### src/rtl/ifmap_stream_framer_pkg.sv
`default_nettype none
// ============================================================================
// Module      : ifmap_stream_framer_pkg
// Description : Shared types and constants for the ifmap stream framer.
//               Contains the FSM state encoding, the row tag constants, and
//               a helper that builds a tag from first/last flags.
// Macro       : FRAMER_FLUSH_EN adds the FLUSH state to the encoding.
// Revision    : 1.0 - initial release
// ============================================================================
package ifmap_stream_framer_pkg;

    typedef enum logic [1:0] {
        ST_IDLE  = 2'd0,
        ST_ROW   = 2'd1,
        ST_DONE  = 2'd2
`ifdef FRAMER_FLUSH_EN
        ,
        ST_FLUSH = 2'd3
`endif
    } state_t;

    localparam logic [1:0] TAG_START  = 2'b10;
    localparam logic [1:0] TAG_END    = 2'b01;
    localparam logic [1:0] TAG_SINGLE = 2'b11;
    localparam logic [1:0] TAG_MID    = 2'b00;

    // A one-word row is both first and last, which yields TAG_SINGLE.
    function automatic logic [1:0] make_tag(input logic first, input logic last);
        logic [1:0] tag;
        if (first && last) begin
            tag = TAG_SINGLE;
        end else if (first) begin
            tag = TAG_START;
        end else if (last) begin
            tag = TAG_END;
        end else begin
            tag = TAG_MID;
        end
        return tag;
    endfunction

endpackage
`default_nettype wire

### src/rtl/ifmap_stream_framer_row_counter.sv
`default_nettype none
// ============================================================================
// Module      : framer_row_counter
// Description : Per-channel word-in-row counter. Counts accepted words and
//               wraps to zero after row_len-1. Keeps its value while the
//               framer is serving other channels.
// Ports       : clk, reset      - clock, synchronous active-high reset
//               clear           - restart at word 0 (new job)
//               advance         - one word of this channel accepted
//               row_len         - effective row length (never zero)
//               is_first/is_last- current position is row word 0 / row_len-1
// Revision    : 1.0 - initial release
// ============================================================================
module framer_row_counter
    import ifmap_stream_framer_pkg::*;
#(
    parameter int LEN_WIDTH = 5
) (
    input  logic                 clk,
    input  logic                 reset,
    input  logic                 clear,
    input  logic                 advance,
    input  logic [LEN_WIDTH-1:0] row_len,
    output logic                 is_first,
    output logic                 is_last
);

    localparam logic [LEN_WIDTH-1:0] c_one = LEN_WIDTH'(1);

    logic [LEN_WIDTH-1:0] count_q;
    logic [LEN_WIDTH-1:0] count_d;

    assign is_first = (count_q == '0);
    assign is_last  = (count_q == (row_len - c_one));

    always_comb begin
        count_d = count_q;
        if (clear) begin
            count_d = '0;
        end else if (advance) begin
            count_d = is_last ? '0 : (count_q + c_one);
        end
    end

    always_ff @(posedge clk) begin
        if (reset) begin
            count_q <= '0;
        end else begin
            count_q <= count_d;
        end
    end

endmodule
`default_nettype wire

### src/rtl/ifmap_stream_framer.sv
`default_nettype none
// ============================================================================
// Module      : ifmap_stream_framer
// Description : Merges CHANNELS ifmap sample streams into one tagged output
//               stream. Each output word is {start_tag,end_tag,sample}; rows
//               are row_len words long. Channels are served either one whole
//               stream at a time or one row at a time (interleaved).
// Ports       : clk, reset                    - clock, sync active-high reset
//               start, row_len, flush_len,
//               interleaved                   - job control (latched at start)
//               in_valid/in_data/in_last/
//               in_ready                      - per-channel input streams
//               out_data/out_chan/out_wen/
//               out_ready                     - tagged output stream
//               busy, done, error             - status (error is sticky)
// Macro       : FRAMER_FLUSH_EN - after all data, emit flush_len zero words
//               per channel before finishing.
// Revision    : 1.0 - initial release
// ============================================================================
module ifmap_stream_framer
    import ifmap_stream_framer_pkg::*;
#(
    parameter int DATA_WIDTH = 16,
    parameter int CHANNELS   = 2,
    parameter int LEN_WIDTH  = 5
) (
    input  logic                                    clk,
    input  logic                                    reset,
    input  logic                                    start,
    input  logic [LEN_WIDTH-1:0]                    row_len,
    input  logic [LEN_WIDTH-1:0]                    flush_len,
    input  logic                                    interleaved,
    input  logic [CHANNELS-1:0]                     in_valid,
    input  logic [CHANNELS*DATA_WIDTH-1:0]          in_data,
    input  logic [CHANNELS-1:0]                     in_last,
    output logic [CHANNELS-1:0]                     in_ready,
    output logic [DATA_WIDTH+1:0]                   out_data,
    output logic [((CHANNELS>1)?$clog2(CHANNELS):1)-1:0] out_chan,
    output logic                                    out_wen,
    input  logic                                    out_ready,
    output logic                                    busy,
    output logic                                    done,
    output logic                                    error
);

    localparam int                   c_chan_w = (CHANNELS > 1) ? $clog2(CHANNELS) : 1;
    localparam logic [LEN_WIDTH-1:0] c_len_one = LEN_WIDTH'(1);

    state_t                  state_q, state_d;
    logic [c_chan_w-1:0]     cur_chan_q, cur_chan_d;
    logic [CHANNELS-1:0]     fin_q, fin_d;
    logic [LEN_WIDTH-1:0]    row_len_q, row_len_d;
    logic                    interleaved_q, interleaved_d;
    logic                    error_q, error_d;
    logic [DATA_WIDTH+1:0]   out_data_q, out_data_d;
    logic [c_chan_w-1:0]     out_chan_q, out_chan_d;
    logic                    out_wen_q, out_wen_d;

    logic                    slot_free;
    logic                    accept;
    logic                    cnt_clear;
    logic [CHANNELS-1:0]     cnt_adv;
    logic [CHANNELS-1:0]     cnt_first;
    logic [CHANNELS-1:0]     cnt_last;
    logic                    cur_first;
    logic                    cur_last;
    logic                    cur_in_last;
    logic                    trunc;
    logic [DATA_WIDTH-1:0]   cur_data;

`ifdef FRAMER_FLUSH_EN
    logic [LEN_WIDTH-1:0]    flush_len_q, flush_len_d;
    logic [c_chan_w-1:0]     fl_chan_q, fl_chan_d;
    logic [LEN_WIDTH-1:0]    fl_cnt_q, fl_cnt_d;
    logic                    fl_emitted_q, fl_emitted_d;
    logic                    fl_last;
`else
    logic                    unused_flush_len;
    assign unused_flush_len = ^flush_len;
`endif

    // Round-robin search starting after cur; falls back to cur itself when
    // it is the only channel left unfinished.
    function automatic logic [c_chan_w-1:0] next_unfinished(
        input logic [CHANNELS-1:0] fin,
        input logic [c_chan_w-1:0] cur
    );
        logic [c_chan_w-1:0] pick;
        int                  idx;
        pick = cur;
        for (int k = CHANNELS; k >= 1; k--) begin
            idx = int'(cur) + k;
            if (idx >= CHANNELS) begin
                idx = idx - CHANNELS;
            end
            if (!fin[idx]) begin
                pick = c_chan_w'(idx);
            end
        end
        return pick;
    endfunction

    // The output register can take a new word when empty or draining now.
    assign slot_free = !out_wen_q || out_ready;

    always_comb begin
        for (int c = 0; c < CHANNELS; c++) begin
            in_ready[c] = (state_q == ST_ROW) && (cur_chan_q == c_chan_w'(c)) &&
                          !fin_q[c] && slot_free;
            cnt_adv[c]  = in_ready[c] && in_valid[c];
        end
    end

    assign accept      = |cnt_adv;
    assign cur_first   = cnt_first[cur_chan_q];
    assign cur_last    = cnt_last[cur_chan_q];
    assign cur_in_last = in_last[cur_chan_q];
    assign cur_data    = in_data[cur_chan_q*DATA_WIDTH +: DATA_WIDTH];
    // Stream ended before the row did: close the row early and flag it.
    assign trunc       = cur_in_last && !cur_last;

    for (genvar g = 0; g < CHANNELS; g++) begin : g_chan
        framer_row_counter #(
            .LEN_WIDTH (LEN_WIDTH)
        ) u_row_counter (
            .clk      (clk),
            .reset    (reset),
            .clear    (cnt_clear),
            .advance  (cnt_adv[g]),
            .row_len  (row_len_q),
            .is_first (cnt_first[g]),
            .is_last  (cnt_last[g])
        );
    end

`ifdef FRAMER_FLUSH_EN
    assign fl_last = (fl_cnt_q == (flush_len_q - c_len_one));
`endif

    always_comb begin
        state_d       = state_q;
        cur_chan_d    = cur_chan_q;
        fin_d         = fin_q;
        row_len_d     = row_len_q;
        interleaved_d = interleaved_q;
        error_d       = error_q;
        out_data_d    = out_data_q;
        out_chan_d    = out_chan_q;
        out_wen_d     = out_wen_q && !out_ready;
        cnt_clear     = 1'b0;
`ifdef FRAMER_FLUSH_EN
        flush_len_d   = flush_len_q;
        fl_chan_d     = fl_chan_q;
        fl_cnt_d      = fl_cnt_q;
        fl_emitted_d  = fl_emitted_q;
`endif
        case (state_q)
            ST_IDLE: begin
                if (start) begin
                    state_d       = ST_ROW;
                    cur_chan_d    = '0;
                    fin_d         = '0;
                    cnt_clear     = 1'b1;
                    row_len_d     = (row_len == '0) ? c_len_one : row_len;
                    interleaved_d = interleaved;
`ifdef FRAMER_FLUSH_EN
                    flush_len_d   = (flush_len == '0) ? c_len_one : flush_len;
                    fl_chan_d     = '0;
                    fl_cnt_d      = '0;
                    fl_emitted_d  = 1'b0;
`endif
                end
            end
            ST_ROW: begin
                if (accept) begin
                    out_wen_d  = 1'b1;
                    out_chan_d = cur_chan_q;
                    out_data_d = {make_tag(cur_first, cur_last || trunc), cur_data};
                    if (trunc) begin
                        error_d = 1'b1;
                    end
                    if (cur_in_last) begin
                        fin_d[cur_chan_q] = 1'b1;
                    end
                    if (cur_in_last || (interleaved_q && cur_last)) begin
                        cur_chan_d = next_unfinished(fin_d, cur_chan_q);
                    end
                end else if ((&fin_q) && slot_free) begin
                    // Leave only once the final data word is leaving the
                    // output register, so done follows the last transfer.
`ifdef FRAMER_FLUSH_EN
                    state_d = ST_FLUSH;
`else
                    state_d = ST_DONE;
`endif
                end
            end
`ifdef FRAMER_FLUSH_EN
            ST_FLUSH: begin
                if (!fl_emitted_q) begin
                    if (slot_free) begin
                        out_wen_d  = 1'b1;
                        out_chan_d = fl_chan_q;
                        out_data_d = {make_tag(fl_cnt_q == '0, fl_last),
                                      {DATA_WIDTH{1'b0}}};
                        if (fl_last) begin
                            fl_cnt_d = '0;
                            if (fl_chan_q == c_chan_w'(CHANNELS - 1)) begin
                                fl_emitted_d = 1'b1;
                            end else begin
                                fl_chan_d = fl_chan_q + 1'b1;
                            end
                        end else begin
                            fl_cnt_d = fl_cnt_q + c_len_one;
                        end
                    end
                end else if (slot_free) begin
                    state_d = ST_DONE;
                end
            end
`endif
            ST_DONE: begin
                state_d = ST_IDLE;
            end
            default: begin
                state_d = ST_IDLE;
            end
        endcase
    end

    always_ff @(posedge clk) begin
        if (reset) begin
            state_q       <= ST_IDLE;
            cur_chan_q    <= '0;
            fin_q         <= '0;
            row_len_q     <= c_len_one;
            interleaved_q <= 1'b0;
            error_q       <= 1'b0;
            out_data_q    <= '0;
            out_chan_q    <= '0;
            out_wen_q     <= 1'b0;
`ifdef FRAMER_FLUSH_EN
            flush_len_q   <= c_len_one;
            fl_chan_q     <= '0;
            fl_cnt_q      <= '0;
            fl_emitted_q  <= 1'b0;
`endif
        end else begin
            state_q       <= state_d;
            cur_chan_q    <= cur_chan_d;
            fin_q         <= fin_d;
            row_len_q     <= row_len_d;
            interleaved_q <= interleaved_d;
            error_q       <= error_d;
            out_data_q    <= out_data_d;
            out_chan_q    <= out_chan_d;
            out_wen_q     <= out_wen_d;
`ifdef FRAMER_FLUSH_EN
            flush_len_q   <= flush_len_d;
            fl_chan_q     <= fl_chan_d;
            fl_cnt_q      <= fl_cnt_d;
            fl_emitted_q  <= fl_emitted_d;
`endif
        end
    end

    assign out_data = out_data_q;
    assign out_chan = out_chan_q;
    assign out_wen  = out_wen_q;
    assign busy     = (state_q != ST_IDLE);
    assign done     = (state_q == ST_DONE);
    assign error    = error_q;

endmodule
`default_nettype wire

### config.mk
export PLATFORM = sky130hd
export DESIGN_NAME = ifmap_stream_framer
export DESIGN_NICKNAME = d
export VERILOG_FILES = /design/src/rtl/ifmap_stream_framer_pkg.sv /design/src/rtl/ifmap_stream_framer_row_counter.sv /design/src/rtl/ifmap_stream_framer.sv
export SDC_FILE = /design/constraint.sdc
export NUM_CORES = 1
export LEC_CHECK = 0
export ABC_CLOCK_PERIOD_IN_PS = 5000
export CELL_PAD_IN_SITES_DETAIL_PLACEMENT = 0
export CELL_PAD_IN_SITES_GLOBAL_PLACEMENT = 1
export CORE_MARGIN = 4
export CORE_UTILIZATION = 36
export CTS_CLUSTER_DIAMETER = 150
export DETAILED_ROUTE_END_ITERATION = 16
export HOLD_SLACK_MARGIN = 0.08
export PLACE_DENSITY_LB_ADDON = 0.08
export SYNTH_ARGS = -nofsm -noshare
export SYNTH_HDL_FRONTEND = slang
export SYNTH_SLANG_ARGS = --single-unit
### constraint.sdc
create_clock -name clk -period 5 [get_ports clk]
set_clock_uncertainty 0.2 [all_clocks]
set_input_delay 0.5 -clock clk [delete_from_list [all_inputs] [get_ports clk]]
set_output_delay 0.5 -clock clk [all_outputs]
set_load 0.01 [all_outputs]
==> reports/qor_table.md <==
| Stage | Item | Reported |
| --- | --- | --- |
| status | Status | finished clean |
| floorplan | Die Height | 85.86 um |
| synth | Mean post-synth cell area | 9.286 um^2 |
| placed design | Count of port buffers added during placement | 70 |
| floorplan | Number of placement rows | 28 |
| synth | Post-synthesis xor/xnor area fraction | 9.576% |
| global routing | Largest net degree at the start of global routing | 31 |
| clocking | CTS resizes | 0 |
| timing | Fin Setup TNS | 0 ns |
| placed design | Number of cells after detailed placement | 370 |
| critical path | Max Fanout on Critical Path | 25 |
| timing | Share of the cycle needed by the critical path after routing | 58.92% |
| timing | Pins over their slew limit | 0 |
| final layout | Non-filler instance count after layout | 378 |
| global routing | Leftover overflow at the end of global routing | 0 |
| clocking | Number of buffers inserted by post-CTS setup repair | 0 |
| final layout | Commonest cells after routing, fill and taps aside | sky130_fd_sc_hd__clkdlybuf4s50_1, sky130_fd_sc_hd__dfxtp_1, sky130_fd_sc_hd__nor2_1, sky130_fd_sc_hd__nand2_1, sky130_fd_sc_hd__mux2i_1 |
| timing | Unrepaired setup endpoints after global routing | no |
| route | Routed length per instance | 13.28 um |
| timing | Final setup violating endpoints | 0 |
| hold path | Worst hold path type | flop to flop |
| route | WL final | 5021 um |
| power | Final total power | 0.8605 mW |
| placed design | Last weighted congestion value of the routability-driven placer | 0.6685 |
| final layout | Core occupancy in the finished layout | 52.06% |
| critical path | Cells along the critical path | nor2b_1 -> and4_1 -> or2_1 -> buf_4 -> nor2_1 -> a311oi_1 |
| critical path | Critical-path cell with the highest stage delay | sky130_fd_sc_hd__dfxtp_1 |
| timing | Worst slew pin tran | 0.6844 ns |
| synth | Main combinational cell family by area after synthesis | simple AND/OR/NAND/NOR gates |
| synth | Count of state elements after synthesis | 42 |
| placed design | DP HPWL | 3733 um |
| critical path | Type of the setup path with the least slack | flop to flop |
| final layout | Most common cell after layout, fill and taps aside | sky130_fd_sc_hd__clkdlybuf4s50_1 |
| critical path | Crit start category | flop |
| floorplan | Die Footprint | 7371 um^2 |
| synth | Synth Instances | 235 |
| critical path | Arr. time, crit path | 2.96 ns |
| global routing | Number of antenna violations at the first check in global routing | 0 |
| route | Detailed-route vias per instance | 4.823 |
| clocking | # hold bufs at CTS | 0 |
| clocking | Clock buffers created by TritonCTS | 5 |
| critical path | Kind of end point of the critical path | flop |
| synth | Synthesized-area fraction occupied by ao, oa, aoi and oai cells | 14.74% |
| clocking | CTS root buffer | sky130_fd_sc_hd__clkbuf_8 |
| timing | Peak Freq | 339.5 MHz |
| placed design | Post-DP Area | 2922 um^2 |
| timing | Post-Route Hold Slack | 0.2689 ns |
| final layout | Final Instance Area | 3064 um^2 |
| clocking | CTS tree | built |
| clocking | CTS H-Tree Depth | 2 |
| power | Static leakage | 1.071 nW |
| global routing | Total track usage | 14.24% |
| route | Number of DRC markers after the initial detailed-route iteration | 99 |
| placed design | Dpl ws | 1.880 ns |
| timing | Max-slew headroom | 54.31% |
| clocking | Buffers from clock root to sink, at most | 2 |
| power | VDD IR max | 0.0001335 V |
| floorplan | Core footprint | 5886 um^2 |
| timing | Final count of hold timing violations | 0 |
| synth | Syn. warnings | 0 |
| floorplan | Initial Utilization | 37.07% |
| final layout | Fraction of final layout cells with drive strength greater than 1 | 9.571% |
| synth | Post-Syn Area | 2182 um^2 |
| floorplan | Total I/O pin count | 76 |
| power | Power per Cell Area | 280.8 nW/um^2 |
| final layout | Syn-to-layout area delta | 40.42% |
| route | Vias | 1,823 |
| synth | Unique cell type count in the Yosys netlist | 43 |
| synth | Net Count, Synth | 291 |
| synth | Sequential-to-total area share from yosys stat | 38.53% |
| critical path | Endpoint required time on the critical path | 5.01 ns |
| clocking | Count of clock tree sinks | 42 |
| final layout | Final net count | 358 |
| run | Maxcap violations | 0 |
| timing | Min cycle time layout | 2.946 ns |
| synth | Area fraction in and, or, nand and nor cells after synthesis | 20.64% |
| clocking | Clk_lat worst skew | 0.30 ns |
| synth | Synthesized-area fraction occupied by adder cells | 2.867% |
| synth | Mux share of post-synthesis cell area | 8.716% |
| route | ANT nets after route | 0 |
| route | Count of TritonRoute iterations in the first routing pass | 4 |
| global routing | Wire length of the first global-routing pass | 8321 um |
| clocking | Clock transition at the register clock pins on the worst setup and hold paths after CTS | 0.08 ns |
| global routing | Vias in the first global route | 1,714 |
| route | DRC errors left | 0 |
| final layout | Antenna cells | 0 |
| floorplan | Width of the die | 85.86 um |
| critical path | Critical path's largest stage delay | 0.76 ns |
| timing | Fin worst setup slack | 2.054 ns |
==> critical path, delay by kind of cell, from the launching register on <==
| kind | cells | cell delay, ns |
|---|---|---|
| compound gates | 1 | 0.22 |
| simple gates | 4 | 1.30 |
| buf+inv | 1 | 0.38 |
| flops | 1 | 0.76 |
==> synth_stat cells (all sizes together) <==
cell | instances | share of area [%]
and2 | 1 | 0.29
xnor2 | 14 | 6.0
nand2 | 19 | 3.3
a31o | 1 | 0.40
a21o | 2 | 0.69
o21ai | 1 | 0.23
nand2b | 2 | 0.57
mux2i | 19 | 8.7
or2 | 1 | 0.29
nor3b | 2 | 0.92
a22oi | 1 | 0.57
and4 | 2 | 0.80
clkbuf | 5 | 0.86
ha | 5 | 2.9
a31oi | 2 | 0.57
o211ai | 4 | 1.4
xor2 | 9 | 3.6
nor4 | 4 | 2.1
buf | 8 | 2.7
inv | 8 | 1.4
nor2b | 6 | 1.8
a311oi | 2 | 0.80
nand4 | 4 | 1.1
nor3 | 2 | 0.97
a21oi | 8 | 1.8
nand3 | 1 | 0.23
nor4b | 1 | 0.40
dfxtp | 42 | 39
a211oi | 16 | 7.6
and3 | 4 | 1.1
nor2 | 36 | 6.2
o21a | 2 | 0.69
or4b | 1 | 0.46
==> registers in the layout, summed over array words and instances, names as in the netlist <==
register and count:
out_chan 1, out_wen 1, fin_q 2, state_q 2, out_data 18, row_len_q 5, g_chan.u_row_counter.count_q 10, interleaved_q 1
error 1, cur_chan_q 1
==> per-layer routing <==
| metal | track usage, % | share of wire, % |
|---|---|---|
| met1 | 19.02 | 47 |
| met4 | 3.885 | 1.1 |
| met2 | 22.39 | 47 |
| met3 | 4.227 | 5.0 |
| met5 | 0 | 0 |
==> where the power goes <==
part / switching [mW] / internal [mW]
Clock: 0.122 / 0.213
Sequential: 0.0124 / 0.350
Combinational: 0.0711 / 0.0919
Total: 0.206 / 0.655
==> final timing paths <==
check | startpoint | endpoint | slack [ns] | cells after the start
worst min register to register | interleaved_q | interleaved_q | 0.27 | 2
worst min-delay path | interleaved_q | interleaved_q | 0.27 | 2
worst max register to register | cur_chan_q | out_data[17] | 2.05 | 6
worst max-delay path | cur_chan_q | out_data[17] | 2.05 | 6
==> cell families (layout without fill, tap and decap cells) <==
kind of cell,Yosys count,after routing
AO/OA/AOI/OAI,39,39
XOR/XNOR,23,23
adder cells (fa/ha/maj),5,5
buffers and inverters,21,89
flip-flops,42,42
multiplexers,19,19
AND/OR/NAND/NOR,86,86
==> layout make-up <==
class                   instances  area [um^2]
flip-flops and latches         42        840.8
inverters                       8        30.03
well taps                      75        93.84
clock inverters                 2        60.06
multi-input cells             172         1234
repair buffers                 73        723.2
fillers                       586         2821
clock buffers                   6        82.58
Power figures use the tool's default switching activity.
